$ cat src/rtl/jtcop_mcu_mbox_if.sv
// Bus bundle between the main CPU MCU window / MCU port glue and jtcop_mcu_mbox.
// Handshake: cpu_cs qualifies a single-cycle access (cpu_rnw/cpu_addr/cpu_dout/dsn valid with it, no stall);
// cpu_din answers the cycle after a read; mcu_rd_*/mcu_wr_* are one-cycle event pulses from the MCU side.
interface jtcop_mcu_mbox_if;
   logic        cpu_cs;
   logic        cpu_rnw;
   logic        cpu_addr;
   logic [15:0] cpu_dout;
   logic [1:0]  dsn;
   logic [15:0] cpu_din;
   logic        irqn;
   logic [15:0] mcu_din;
   logic [5:0]  mcu_sel;
   logic [15:0] mcu_dout;
   logic        mcu_rd_hi;
   logic        mcu_rd_lo;
   logic        mcu_wr_lo;
   logic        mcu_wr_hi;

   modport slave (
      input  cpu_cs, cpu_rnw, cpu_addr, cpu_dout, dsn,
      input  mcu_dout, mcu_rd_hi, mcu_rd_lo, mcu_wr_lo, mcu_wr_hi,
      output cpu_din, irqn, mcu_din, mcu_sel
   );

   modport master (
      output cpu_cs, cpu_rnw, cpu_addr, cpu_dout, dsn,
      output mcu_dout, mcu_rd_hi, mcu_rd_lo, mcu_wr_lo, mcu_wr_hi,
      input  cpu_din, irqn, mcu_din, mcu_sel
   );
endinterface

$ cat src/rtl/jtcop_mcu_mbox.sv
// Main-CPU side mailbox for the i8751 protection MCU: sends a command word,
// strobes the MCU interrupt, follows its byte reads/writes and latches the reply.
module jtcop_mcu_mbox #(
   parameter int SEL_W  = 4,
   parameter int TMO_W  = 16,
   parameter int IRQ_EN = 1
) (
   input  logic                clk,
   input  logic                rst,
   jtcop_mcu_mbox_if.slave     bus,
   output logic [2:0]          dbg_state
);

   localparam logic [2:0] IDLE    = 3'd0;
   localparam logic [2:0] STROBE  = 3'd1;
   localparam logic [2:0] WAIT_RD = 3'd2;
   localparam logic [2:0] WAIT_WR = 3'd3;
   localparam logic [2:0] DONE    = 3'd4;

   localparam logic [3:0]       SEL_LAST = 4'(SEL_W - 1);
   // Firing one count early makes the timeout land after exactly 2^TMO_W-1 busy cycles.
   localparam logic [TMO_W-1:0] TMO_LAST = {{(TMO_W-1){1'b1}}, 1'b0};

   logic [2:0]       state;
   logic [3:0]       sel_cnt;
   logic [TMO_W-1:0] tmo_cnt;
   logic [4:0]       sel_hi;
   logic [15:0]      cmd;
   logic [15:0]      reply;
   logic [15:0]      cpu_din_r;
   logic             irqn_r;
   logic             cmd_pending;
   logic             resp_valid;
   logic             overrun;
   logic             timeout;
   logic             rd_hi_seen;
   logic             rd_lo_seen;
   logic             wr_hi_seen;
   logic             wr_lo_seen;

   logic        cmd_wr;
   logic        sel_wr;
   logic        reply_rd;
   logic        active;
   logic        rd_both;
   logic        wr_both;
   logic        tmo_hit;
   logic [15:0] status;

   assign cmd_wr   = bus.cpu_cs & ~bus.cpu_rnw & ~bus.cpu_addr;
   assign sel_wr   = bus.cpu_cs & ~bus.cpu_rnw &  bus.cpu_addr;
   assign reply_rd = bus.cpu_cs &  bus.cpu_rnw & ~bus.cpu_addr;

   assign active  = (state == STROBE) || (state == WAIT_RD) || (state == WAIT_WR);
   assign rd_both = (rd_hi_seen | bus.mcu_rd_hi) & (rd_lo_seen | bus.mcu_rd_lo);
   assign wr_both = (wr_hi_seen | bus.mcu_wr_hi) & (wr_lo_seen | bus.mcu_wr_lo);
   assign tmo_hit = active && (tmo_cnt == TMO_LAST);

   assign status = {11'd0, timeout, overrun, (state != IDLE), resp_valid, cmd_pending};

   always_ff @(posedge clk or posedge rst) begin
      if (rst) begin
         state       <= IDLE;
         sel_cnt     <= '0;
         tmo_cnt     <= '0;
         sel_hi      <= '0;
         cmd         <= '0;
         reply       <= '0;
         cpu_din_r   <= '0;
         irqn_r      <= 1'b1;
         cmd_pending <= 1'b0;
         resp_valid  <= 1'b0;
         overrun     <= 1'b0;
         timeout     <= 1'b0;
         rd_hi_seen  <= 1'b0;
         rd_lo_seen  <= 1'b0;
         wr_hi_seen  <= 1'b0;
         wr_lo_seen  <= 1'b0;
      end else begin
         if (sel_wr && !bus.dsn[0]) sel_hi <= bus.cpu_dout[5:1];
         if (bus.cpu_cs && bus.cpu_rnw) cpu_din_r <= bus.cpu_addr ? status : reply;
         if (reply_rd) begin
            resp_valid <= 1'b0;
            irqn_r     <= 1'b1;
         end
         if (active) tmo_cnt <= tmo_cnt + 1'b1;
         if (cmd_wr && state != IDLE) overrun <= 1'b1;

         case (state)
            IDLE: begin
               if (cmd_wr) begin
                  if (!bus.dsn[1]) cmd[15:8] <= bus.cpu_dout[15:8];
                  if (!bus.dsn[0]) cmd[7:0]  <= bus.cpu_dout[7:0];
                  state       <= STROBE;
                  sel_cnt     <= SEL_LAST;
                  tmo_cnt     <= '0;
                  cmd_pending <= 1'b1;
                  timeout     <= 1'b0;
                  overrun     <= 1'b0;
                  resp_valid  <= 1'b0;
                  irqn_r      <= 1'b1;
                  rd_hi_seen  <= 1'b0;
                  rd_lo_seen  <= 1'b0;
                  wr_hi_seen  <= 1'b0;
                  wr_lo_seen  <= 1'b0;
               end
            end
            STROBE: begin
               if (bus.mcu_rd_hi) rd_hi_seen <= 1'b1;
               if (bus.mcu_rd_lo) rd_lo_seen <= 1'b1;
               if (sel_cnt == 4'd0) state <= WAIT_RD;
               else                 sel_cnt <= sel_cnt - 4'd1;
            end
            WAIT_RD: begin
               if (bus.mcu_rd_hi) rd_hi_seen <= 1'b1;
               if (bus.mcu_rd_lo) rd_lo_seen <= 1'b1;
               if (rd_both) begin
                  cmd_pending <= 1'b0;
                  state       <= WAIT_WR;
               end
            end
            WAIT_WR: begin
               if (bus.mcu_wr_hi) wr_hi_seen <= 1'b1;
               if (bus.mcu_wr_lo) wr_lo_seen <= 1'b1;
               if (wr_both) begin
                  reply <= bus.mcu_dout;
                  state <= DONE;
               end
            end
            DONE: begin
               // Placed after the reply-read clear so a coinciding read cannot swallow the reply.
               resp_valid <= 1'b1;
               irqn_r     <= (IRQ_EN == 0);
               state      <= IDLE;
            end
            default: state <= IDLE;
         endcase

         if (tmo_hit) begin
            timeout     <= 1'b1;
            cmd_pending <= 1'b0;
            state       <= IDLE;
         end
      end
   end

   assign bus.mcu_din = cmd;
   assign bus.mcu_sel = {sel_hi, (state == STROBE)};
   assign bus.cpu_din = cpu_din_r;
   assign bus.irqn    = irqn_r;
   assign dbg_state   = state;

endmodule
$ cat src/flat_wrapper.sv
// flat-port wrapper written by rule: the top's interface ports become plain ports
module jtcop_mcu_mbox_flat 
#(
   parameter int SEL_W  = 4,
   parameter int TMO_W  = 16,
   parameter int IRQ_EN = 1
)
  (clk, rst, dbg_state, bus_cpu_cs, bus_cpu_rnw, bus_cpu_addr, bus_cpu_dout, bus_dsn, bus_mcu_dout, bus_mcu_rd_hi, bus_mcu_rd_lo, bus_mcu_wr_lo, bus_mcu_wr_hi, bus_cpu_din, bus_irqn, bus_mcu_din, bus_mcu_sel);
  jtcop_mcu_mbox_if bus_i ();
  input  logic clk;
  input  logic rst;
  output logic [2:0] dbg_state;
  input wire logic [$bits(bus_i.cpu_cs)-1:0] bus_cpu_cs;
  input wire logic [$bits(bus_i.cpu_rnw)-1:0] bus_cpu_rnw;
  input wire logic [$bits(bus_i.cpu_addr)-1:0] bus_cpu_addr;
  input wire logic [$bits(bus_i.cpu_dout)-1:0] bus_cpu_dout;
  input wire logic [$bits(bus_i.dsn)-1:0] bus_dsn;
  input wire logic [$bits(bus_i.mcu_dout)-1:0] bus_mcu_dout;
  input wire logic [$bits(bus_i.mcu_rd_hi)-1:0] bus_mcu_rd_hi;
  input wire logic [$bits(bus_i.mcu_rd_lo)-1:0] bus_mcu_rd_lo;
  input wire logic [$bits(bus_i.mcu_wr_lo)-1:0] bus_mcu_wr_lo;
  input wire logic [$bits(bus_i.mcu_wr_hi)-1:0] bus_mcu_wr_hi;
  output wire logic [$bits(bus_i.cpu_din)-1:0] bus_cpu_din;
  output wire logic [$bits(bus_i.irqn)-1:0] bus_irqn;
  output wire logic [$bits(bus_i.mcu_din)-1:0] bus_mcu_din;
  output wire logic [$bits(bus_i.mcu_sel)-1:0] bus_mcu_sel;
  assign bus_i.cpu_cs = bus_cpu_cs;
  assign bus_i.cpu_rnw = bus_cpu_rnw;
  assign bus_i.cpu_addr = bus_cpu_addr;
  assign bus_i.cpu_dout = bus_cpu_dout;
  assign bus_i.dsn = bus_dsn;
  assign bus_i.mcu_dout = bus_mcu_dout;
  assign bus_i.mcu_rd_hi = bus_mcu_rd_hi;
  assign bus_i.mcu_rd_lo = bus_mcu_rd_lo;
  assign bus_i.mcu_wr_lo = bus_mcu_wr_lo;
  assign bus_i.mcu_wr_hi = bus_mcu_wr_hi;
  assign bus_cpu_din = bus_i.cpu_din;
  assign bus_irqn = bus_i.irqn;
  assign bus_mcu_din = bus_i.mcu_din;
  assign bus_mcu_sel = bus_i.mcu_sel;
  jtcop_mcu_mbox #(.SEL_W(SEL_W), .TMO_W(TMO_W), .IRQ_EN(IRQ_EN)) u_core (.clk(clk), .rst(rst), .bus(bus_i), .dbg_state(dbg_state));
endmodule
$ cat config.mk
export PLATFORM = sky130hd
export DESIGN_NAME = jtcop_mcu_mbox_flat
export DESIGN_NICKNAME = d
export VERILOG_FILES = /design/src/rtl/jtcop_mcu_mbox_if.sv /design/src/rtl/jtcop_mcu_mbox.sv /design/src/flat_wrapper.sv
export SDC_FILE = /design/constraint.sdc
export NUM_CORES = 1
export LEC_CHECK = 0
export ABC_AREA = 1
export BUFFER_PORTS_ARGS = -buffer_cell sky130_fd_sc_hd__buf_2
export CORE_UTILIZATION = 55
export CTS_CLUSTER_DIAMETER = 150
export CTS_CLUSTER_SIZE = 24
export DETAILED_ROUTE_END_ITERATION = 7
export PLACE_DENSITY = 0.91
export SYNTH_ARGS = -nofsm -noshare
export SYNTH_HDL_FRONTEND = slang
export SYNTH_SLANG_ARGS = --single-unit
$ cat constraint.sdc
create_clock -name clk -period 3.6 [get_ports clk]
set_clock_uncertainty 0.2 [all_clocks]
set_input_delay 0 -clock clk [delete_from_list [all_inputs] [get_ports clk]]
set_output_delay 0 -clock clk [all_outputs]
set_load 0.01 [all_outputs]
==> impl_metrics.toml, run 1 <==
[floorplan]
start_util_pct = 56.9
core_um2 = 6790
pin_count = 85
die_w_um = 85.8
die_h_um = 85.8
dieArea_um2 = 7370
rows = 30

[clock_network]
clockRootBuffer = "clkbuf_8"
cts.sinks = 85
cts_max_path_buffers = 2
post_cts_resize_count = 0
htree_levels = 3
cts_tree = "built"
path_clk_slew_ps = 90
cts-buffers-inserted = 9
clk_latency_ps = 370

[synth]
syn_area_um2 = 3860
synth_nets = 489
ys_warn_count = 0
ys_ff_latch = 85
seq_area_frac_synth_pct = 55.1
yosys.area_share.adder_pct = 1.29
yosys.area_share.simple_pct = 23.4
synth_top_family_by_area = "simple AND/OR/NAND/NOR gates"
synth_xor_area_share_pct = 0
synthMuxAreaShare_pct = 1.17
syn_area_per_cell_um2 = 8.74
synth_cells = 442
yosys.cell_types.count = 33
synth_compound_area_share_pct = 11.3

[setup_path]
r2r_cells = 9
path_max_fanout = 35
end_kind = "register"
cp-start-kind = "input pin"
worstReg2RegStart = "u_core.dbg_state[0]"
required_ps = 3700
worstReg2RegEnd = "u_core.bus.mcu_din[12]"
crit_type = "input pin to register"
arrival_ps = 3500
r2r_setup_slack_ps = 640

[status]
status = "completed"

[placed_design]
dp_hpwl_um = 5570
numPlacedInstances = 614
portBuffers = 84
gp_congestion = 0.864

[layout]
nNetsFinal = 647
final_layout_size_suffix_gt1_share_pct = 20.8
fin_cells = 702
final_util_pct = 77.3
area_delta_synth_final_pct = 35.9
layout_commonest_cell = "nand2_1"
fillCellCount = 415
layout_common_cells = "108 x nand2_1, 84 x dfrtp_1, 84 x buf_2"

[pwr]
switching_power_uw = 1420
comb_power_share_pct = 38.4
switching_share_pct = 38.9
vdd_drop_max_v = 0.000414
power.leakage_uw = 0.00272
p_int_uw = 2230
power.density_nw_per_um2 = 696
seq_power_share_pct = 42.0
clkPwrFrac_pct = 19.7

[timing]
fmax_mhz = 295
drv_slew = 0
setup_viol = 0
period_minus_slack_ps = 3400
timing.hold.ws_ps = 26.5
fin_setup_tns_ps = 0
rsz0062_at_grt = "no"
worst_slew_pin_slew_ps = 608
finalHoldViolCount = 0
slew-limit-headroom_pct = 59.4
fin_crit_sh_pct = 94.3

[global_route]
antenna_found_initial = 1
grt_max_degree = 50
grt_pass1_wl_um = 16600
grt_pass1_vias = 3607
grt_overflow_total = 0
grt_use_total_pct = 29.8

[run]
max_cap_viol_count = 0

[detailed_routing]
drt_first_iter_violations = 215
drt_first_pass_iters = 4
drc_errors = 0
avgRoutedWirePerCell_um = 14.5
ant_nets = 0
totalWireLength_um = 10200
vias = 3594
viasPerCell = 5.12

[worst_hold_path]
hp-class = "input pin to async pin"
==> cell usage after synthesis (all sizes together) <==
master / n / area share (%)
nor3: 2 / 0.26
ha: 4 / 1.3
buf: 8 / 2.0
nor2: 58 / 7.1
clkbuf: 1 / 0.097
mux2: 4 / 1.2
nand3b: 1 / 0.19
o211ai: 2 / 0.39
nand4: 4 / 0.65
nand2: 113 / 12
o221ai: 3 / 0.68
dfstp: 1 / 0.68
o21ai: 45 / 5.8
a21oi: 32 / 4.1
or2: 1 / 0.16
nor3b: 1 / 0.19
inv: 59 / 5.7
dfrtp: 84 / 54
nand3: 18 / 2.8
a31o: 1 / 0.23
==> worst max-delay path, stage by stage <==
cell           delay, ps
dlygate4sd3_1        540
buf_2                130
nor2_1               150
dlygate4sd3_1        630
nand2_1              100
inv_1                170
nand2_8              190
nor2_4               230
nand2_1              130
dlygate4sd3_1        590
nand2_1               80
dlygate4sd3_1        550
==> flip-flops by register name, summed over array words and instances, names as in the netlist, named ones only <==
name and cells:
u_core.wr_hi_seen 1, u_core.rd_lo_seen 1, u_core.bus.irqn 1, u_core.dbg_state 3
u_core.reply 16, u_core.bus.cpu_din 16, u_core.timeout 1, u_core.resp_valid 1
u_core.sel_hi 5, u_core.wr_lo_seen 1, u_core.tmo_cnt 16, u_core.cmd_pending 1
u_core.rd_hi_seen 1, u_core.sel_cnt 4, u_core.bus.mcu_din 16
==> per-stage QoR <==
step                total power [uW]  area (um2)  worst slack, ps
floorplan                       2340        3860             1210
global placement                2640        4330             1730
detailed placement              2720        4330             1610
CTS                             3600        5250              389
global route                    3900        5250              126
finish                          3650        5250              204
==> what timing repair did <==
action / in CTS / in global routing
hold endpoints to repair: 87 / 0
buffers inserted: 0 / 0
setup endpoints to repair: 0 / 0
hold buffers: 71 / 0
==> metal layers <==
layer | vias to the layer above | GRT usage [%] | part of all wire (%)
met5 | - | 0 | 0
met4 | 0 | 15.8 | 3.5
met3 | 32 | 7.03 | 5.8
met2 | 146 | 51.3 | 50
met1 | 1691 | 34.9 | 41
li1 | 1725 | - | -
==> cells by family (layout without fill, tap and decap cells) <==
logic type / count (synthesis) / count (layout)
buffers and inverters: 68 / 231
AND/OR/NAND/NOR: 198 / 198
other: 0 / 1
AO/OA/AOI/OAI: 83 / 83
adder cells (fa/ha/maj): 4 / 4
multiplexers: 4 / 4
flip-flops: 85 / 85
==> worst max path at each step <==
stage	from	end	slack (ps)	cells after the start
global route	bus_cpu_rnw	u_core.bus.mcu_din[15]	130	12
global placement	u_core.dbg_state[2]	u_core.reply[7]	1730	6
finish	bus_cpu_rnw	u_core.bus.mcu_din[12]	200	12
floorplan	rst	async pin	1210	1
detailed placement	u_core.dbg_state[2]	u_core.reply[3]	1610	6
CTS	bus_cpu_rnw	u_core.bus.mcu_din[14]	390	12
==> final cells by class <==
cell class / instances / area [um2] / share of cell area (%)
diodes: 1 / 2.50 / 0.0477
clock buffers: 9 / 124 / 2.36
clock inverters: 7 / 81.3 / 1.55
inverters: 59 / 223 / 4.24
multi-input cells: 289 / 1430 / 27.3
flip-flops and latches: 85 / 2130 / 40.5
well taps: 96 / 120 / 2.29
repair buffers: 156 / 1140 / 21.7
==> power groups by stage <==
| stage | Sequential (uW) | Combinational [uW] | Clock (uW) |
|---|---|---|---|
| final | 1530 | 1400 | 720 |
| after global routing | 1570 | 1560 | 770 |
| after CTS | 1510 | 1370 | 721 |
| after detailed placement | 1520 | 1200 | 0 |
| after global placement | 1510 | 1130 | 0 |
| after floorplan | 1580 | 765 | 0 |
(Power assumes the default switching activity.)
==> inputs of run 2 (changes only) <==
- CTS_BUF_LIST: not set -> sky130_fd_sc_hd__clkbuf_2
==> run 2 against run 1 <==
  * Worst setup slack gained 210 ps
  * First-iteration DRC count grew 3.3%
  * Critical path type unchanged
  * Die area is the same
  * Register-to-register slack is essentially flat
  * Power shrank 3.8%
  * Utilization grew 2.5 points
  * Largest cell class unchanged
==> impl_metrics.toml, run 2 (same netlist as run 1, synthesis figures left out) <==
[status]
status = "completed"

[timing]
drv_slew = 0
finalHoldViolCount = 0
period_minus_slack_ps = 3190
slew-limit-headroom_pct = 59.0
worst_slew_pin_slew_ps = 614
setup_viol = 0
fin_crit_sh_pct = 88.6
rsz0062_at_grt = "no"
setup_ws_ps = 412
fin_setup_tns_ps = 0
fmax_mhz = 314

[setup_path]
path_max_fanout = 35
arrival_ps = 3500
path_buf_inv = 6
cp-start-kind = "input pin"
crit_path_frequent_cell = "dlygate4sd3_1"
path_cells = "dlygate4sd3_1 -> buf_2 -> nor2_1 -> dlygate4sd3_1 -> nand2_1 -> inv_1 -> nand2_8 -> nor2_4 -> nand2_1 -> dlygate4sd3_1 -> nand2_1 -> dlygate4sd3_1"
cp_slowest_stage_delay_ps = 620
crit_type = "input pin to register"
critical-path-top-delay-family = "buffers and inverters"
end_kind = "register"
r2r_setup_slack_ps = 630
crit_path_top_delay_cell = "dlygate4sd3_1"
required_ps = 3910

[detailed_routing]
ant_nets = 0
drt_first_iter_violations = 222
drc_errors = 0
drt_first_pass_iters = 5
avgRoutedWirePerCell_um = 15.0
viasPerCell = 5.21
vias = 3780
totalWireLength_um = 10900

[placed_design]
numPlacedInstances = 614
gp_congestion = 0.864
portBuffers = 84
dp_slack_ps = 1610
dp_hpwl_um = 5570

[clock_network]
htree_levels = 3
clockRootBuffer = "clkbuf_2"
cts.sinks = 85
cts-buffers-inserted = 9
path_clk_slew_ps = 270
clk_latency_ps = 550
cts_tree = "built"
cts_max_path_buffers = 2

[layout]
layout_commonest_cell = "nand2_1"
layout_common_cells = "108 x nand2_1, 96 x dlygate4sd3_1, 84 x dfrtp_1, 84 x buf_2, 55 x inv_1"
nNetsFinal = 672
area_delta_synth_final_pct = 40.2
final_util_pct = 79.8
fin_cells = 726
n_antenna_cell = 0
final_layout_size_suffix_gt1_share_pct = 20.0

[run]
max_cap_viol_count = 0

[floorplan]
rows = 30
die_w_um = 85.8
dieArea_um2 = 7370
pin_count = 85
start_util_pct = 56.9
core_um2 = 6790
die_h_um = 85.8

[global_route]
grt_pass1_vias = 3760
grt_max_degree = 50
grt_pass1_wl_um = 17400
antenna_found_initial = 0
grt_use_total_pct = 30.9
grt_overflow_total = 0

[pwr]
power.density_nw_per_um2 = 649
switching_power_uw = 1430
switching_share_pct = 40.6
clkPwrFrac_pct = 15.4
seq_power_share_pct = 43.7
comb_power_share_pct = 40.9
power.leakage_uw = 0.00280
p_int_uw = 2090
vdd_drop_max_v = 0.000375

[worst_hold_path]
hp-class = "input pin to register"
-- run 2: changes by cell type in the layout (fill, tap and decap cells not counted), sizes merged --
| cell | change |
|---|---|
| diode | -1 |
| dlygate4sd3 | +25 |
-- run 2: stage by stage --
| stage | hold WS, ps | area (um2) | power, uW |
|---|---|---|---|
| floorplan | -83.4 | 3860 | 2340 |
| global placement | -123 | 4330 | 2640 |
| detailed placement | -114 | 4330 | 2720 |
| CTS | 1.15 | 5380 | 3430 |
| global route | 2.83 | 5420 | 3740 |
| finish | 15.3 | 5420 | 3520 |
-- run 2: metal layers --
| metal | vias up | part of all wire (%) | global-route usage [%] |
|---|---|---|---|
| met5 | - | 0 | 0 |
| met4 | 0 | 2.9 | 12.7 |
| met3 | 39 | 6.3 | 6.83 |
| met2 | 183 | 51 | 54.2 |
| met1 | 1778 | 40 | 36.9 |
| li1 | 1780 | - | - |
-- run 2: path summary, 6_finish.rpt --
path	from	endpoint	depth (start not counted)
setup / recovery	bus_cpu_rnw	u_core.bus.mcu_din[12]	12
hold / removal	bus_mcu_dout[5]	u_core.reply[5]	4
setup reg to reg	u_core.dbg_state[1]	u_core.bus.mcu_din[12]	9
hold reg to reg	u_core.bus.cpu_din[14]	u_core.bus.cpu_din[14]	2
max in group asynchronous	rst	u_core.dbg_state[0]	5
min in group asynchronous	rst	u_core.reply[5]	4
-- run 2: worst register-to-register path, stage by stage (launching register included) --
cell           delay, ps
dfrtp_1              520
inv_2                140
nand2_4              100
nor2_4               180
nand2_8              180
nor2_4               250
nand2_1              130
dlygate4sd3_1        600
nand2_1               90
dlygate4sd3_1        570
-- run 2: cell type report --
cell class	instances	area [um2]
Sequential cell	85	2130
Multi-Input combinational cell	289	1430
Timing Repair Buffer	181	1390
Fill cell	390	1370
Inverter	59	223
Tap cell	96	120
Clock inverter	7	81.3
Clock buffer	9	45.0
-- run 2: power groups by stage --
stage	combinational, uW	sequential, uW	clock [uW]
after global placement	1130	1510	0
after floorplan	765	1580	0
after CTS	1380	1510	535
after global routing	1590	1560	583
after detailed placement	1200	1520	0
final	1440	1540	541
-- run 2: timing repair --
item | 4_1_cts | 5_1_grt
hold endpoints to repair | 148 | 4
hold buffers | 92 | 4
setup buffers | 0 | 0
gates resized for setup | 0 | 0
==> inputs of run 3 (changes only) <==
- SETUP_SLACK_MARGIN: not set -> 0.4
- clock period: 3.6 -> 3.3 ns (I/O delays scaled with it)
==> run 3 against run 2 <==
  * Utilization shrank 0.61 points
  * Clock power shrank 6.7%
  * Global-route usage hardly changed
  * Sequential cell count unchanged
  * Final cell count decreased by 0.14%
  * Design area is 0.76% lower
  * Highest routed layer unchanged
  * Hold slack improved by 1.9 ps
  * Register-to-register slack lost 140 ps
  * Die area stayed put
==> impl_metrics.toml, run 3 (same netlist as run 1, synthesis figures left out) <==
[status]
status = "completed"

[detailed_routing]
drt_first_iter_violations = 277
totalWireLength_um = 10700
ant_nets = 0
drt_first_pass_iters = 5
vias = 3772
avgRoutedWirePerCell_um = 14.8
drc_errors = 0
viasPerCell = 5.20

[pwr]
comb_power_share_pct = 42.4
power.density_nw_per_um2 = 703
power.leakage_uw = 0.00279
seq_power_share_pct = 44.2
switching_share_pct = 41.0
clkPwrFrac_pct = 13.4
switching_power_uw = 1550
vdd_drop_max_v = 0.000468
p_int_uw = 2230

[timing]
slew-limit-headroom_pct = 35.9
drv_slew = 0
period_minus_slack_ps = 2810
fin_crit_sh_pct = 85.1
fmax_mhz = 356
rsz0062_at_grt = "no"
setup_viol = 0
worst_slew_pin_slew_ps = 961
fin_setup_tns_ps = 0
finalHoldViolCount = 0

[floorplan]
die_w_um = 85.8
pin_count = 85
rows = 30
core_um2 = 6790
die_h_um = 85.8
dieArea_um2 = 7370
start_util_pct = 56.9

[setup_path]
worstReg2RegEnd = "u_core.bus.mcu_din[11]"
r2r_cells = 9
end_kind = "register"
arrival_ps = 3100
r2r_setup_slack_ps = 490
path_cells = "inv_4 -> nand2_4 -> nor2_4 -> nand2_8 -> nor2_4 -> nand2_1 -> dlygate4sd3_1 -> nand2_1 -> dlygate4sd3_1"
cp-start-kind = "register"
critical-path-top-delay-family = "buffers and inverters"
path_buf_inv = 3
worstReg2RegStart = "u_core.dbg_state[1]"
cp_slowest_stage_delay_ps = 580
crit_path_top_delay_cell = "dlygate4sd3_1"
crit_type = "register to register"
path_max_fanout = 8
required_ps = 3590

[clock_network]
cts_max_path_buffers = 2
clockRootBuffer = "clkbuf_2"
path_clk_slew_ps = 270
cts-buffers-inserted = 9
cts_tree = "built"
clk_latency_ps = 550
cts.sinks = 85
htree_levels = 3

[placed_design]
portBuffers = 84
post_dp_cell_area_um2 = 4340
gp_congestion = 0.880
dp_hpwl_um = 5650

[global_route]
antenna_found_initial = 0
grt_pass1_vias = 3794
grt_max_degree = 59
grt_use_total_pct = 30.9
grt_overflow_total = 0
grt_pass1_wl_um = 17300

[worst_hold_path]
hp-start = "bus_mcu_dout[7]"
hold-path-cell-count = 4
hp-class = "input pin to register"
hold-path-endpoint = "u_core.reply[7]"

[layout]
area_delta_synth_final_pct = 39.2
n_antenna_cell = 0
layout_common_cells = "108 x nand2_1, 88 x dlygate4sd3_1, 84 x buf_2"
layout_commonest_cell = "nand2_1"
nNetsFinal = 671
final_layout_size_suffix_gt1_share_pct = 21.6
final_area_um2 = 5380

[run]
max_cap_viol_count = 0
[run 3: power by group through the flow]
| stage | registers, uW | logic [uW] | clock network (uW) |
|---|---|---|---|
| 2_1_floorplan | 1720 | 835 | 0 |
| 3_3_place_gp | 1640 | 1230 | 0 |
| 3_5_place_dp | 1660 | 1310 | 0 |
| 4_1_cts | 1640 | 1500 | 496 |
| 5_1_grt | 1710 | 1760 | 549 |
| 6_report | 1670 | 1600 | 505 |
[run 3: area by class of cell]
type | instances | area, um2
inverters | 59 | 225
clock buffers | 9 | 45.0
repair buffers | 179 | 1350
clock inverters | 7 | 58.8
multi-input cells | 290 | 1450
fillers | 407 | 1420
well taps | 96 | 120
flip-flops and latches | 85 | 2130
[run 3: repair_timing]
action / CTS / global route
resized for setup: 0 / 4
setup buffers: 0 / 5
hold buffers: 89 / 0
setup endpoints to repair: 0 / 15
hold endpoints to repair: 119 / 0
[run 3: worst max-delay path by stage]
stage / from / endpoint / slack (ps) / depth (start not counted)
after global routing: u_core.dbg_state[1] / u_core.bus.mcu_din[11] / 430 / 9
after global placement: u_core.dbg_state[2] / u_core.reply[6] / 1420 / 6
after floorplan: rst / async pin / 910 / 1
after CTS: u_core.dbg_state[1] / u_core.bus.mcu_din[15] / 470 / 9
after detailed placement: u_core.dbg_state[2] / u_core.reply[5] / 1320 / 6
final: u_core.dbg_state[1] / u_core.bus.mcu_din[11] / 490 / 9
[run 3: metal layers]
layer | part of all wire [%] | global-route usage [%]
met1 | 39 | 34.9
met2 | 52 | 56.3
met3 | 5.9 | 5.20
met4 | 3.4 | 15.5
met5 | 0 | 0
[run 3: worst register-to-register path: cells and delay by family, from the launching register on]
family / cells / cell delay (ps)
flops: 1 / 520
simple gates: 6 / 820
buf+inv: 3 / 1220
[run 3: per-stage QoR]
step	instances	worst slack, ps	total power, uW	utilization (%)	hold slack, ps
finish	725	491	3780	79.2	17.2
detailed placement	615	1320	2970	63.9	13.1
floorplan	442	908	2550	-	-83.4
global route	725	435	4020	79.2	19.8
global placement	615	1420	2880	63.9	1.65
CTS	720	473	3640	78.5	0.256
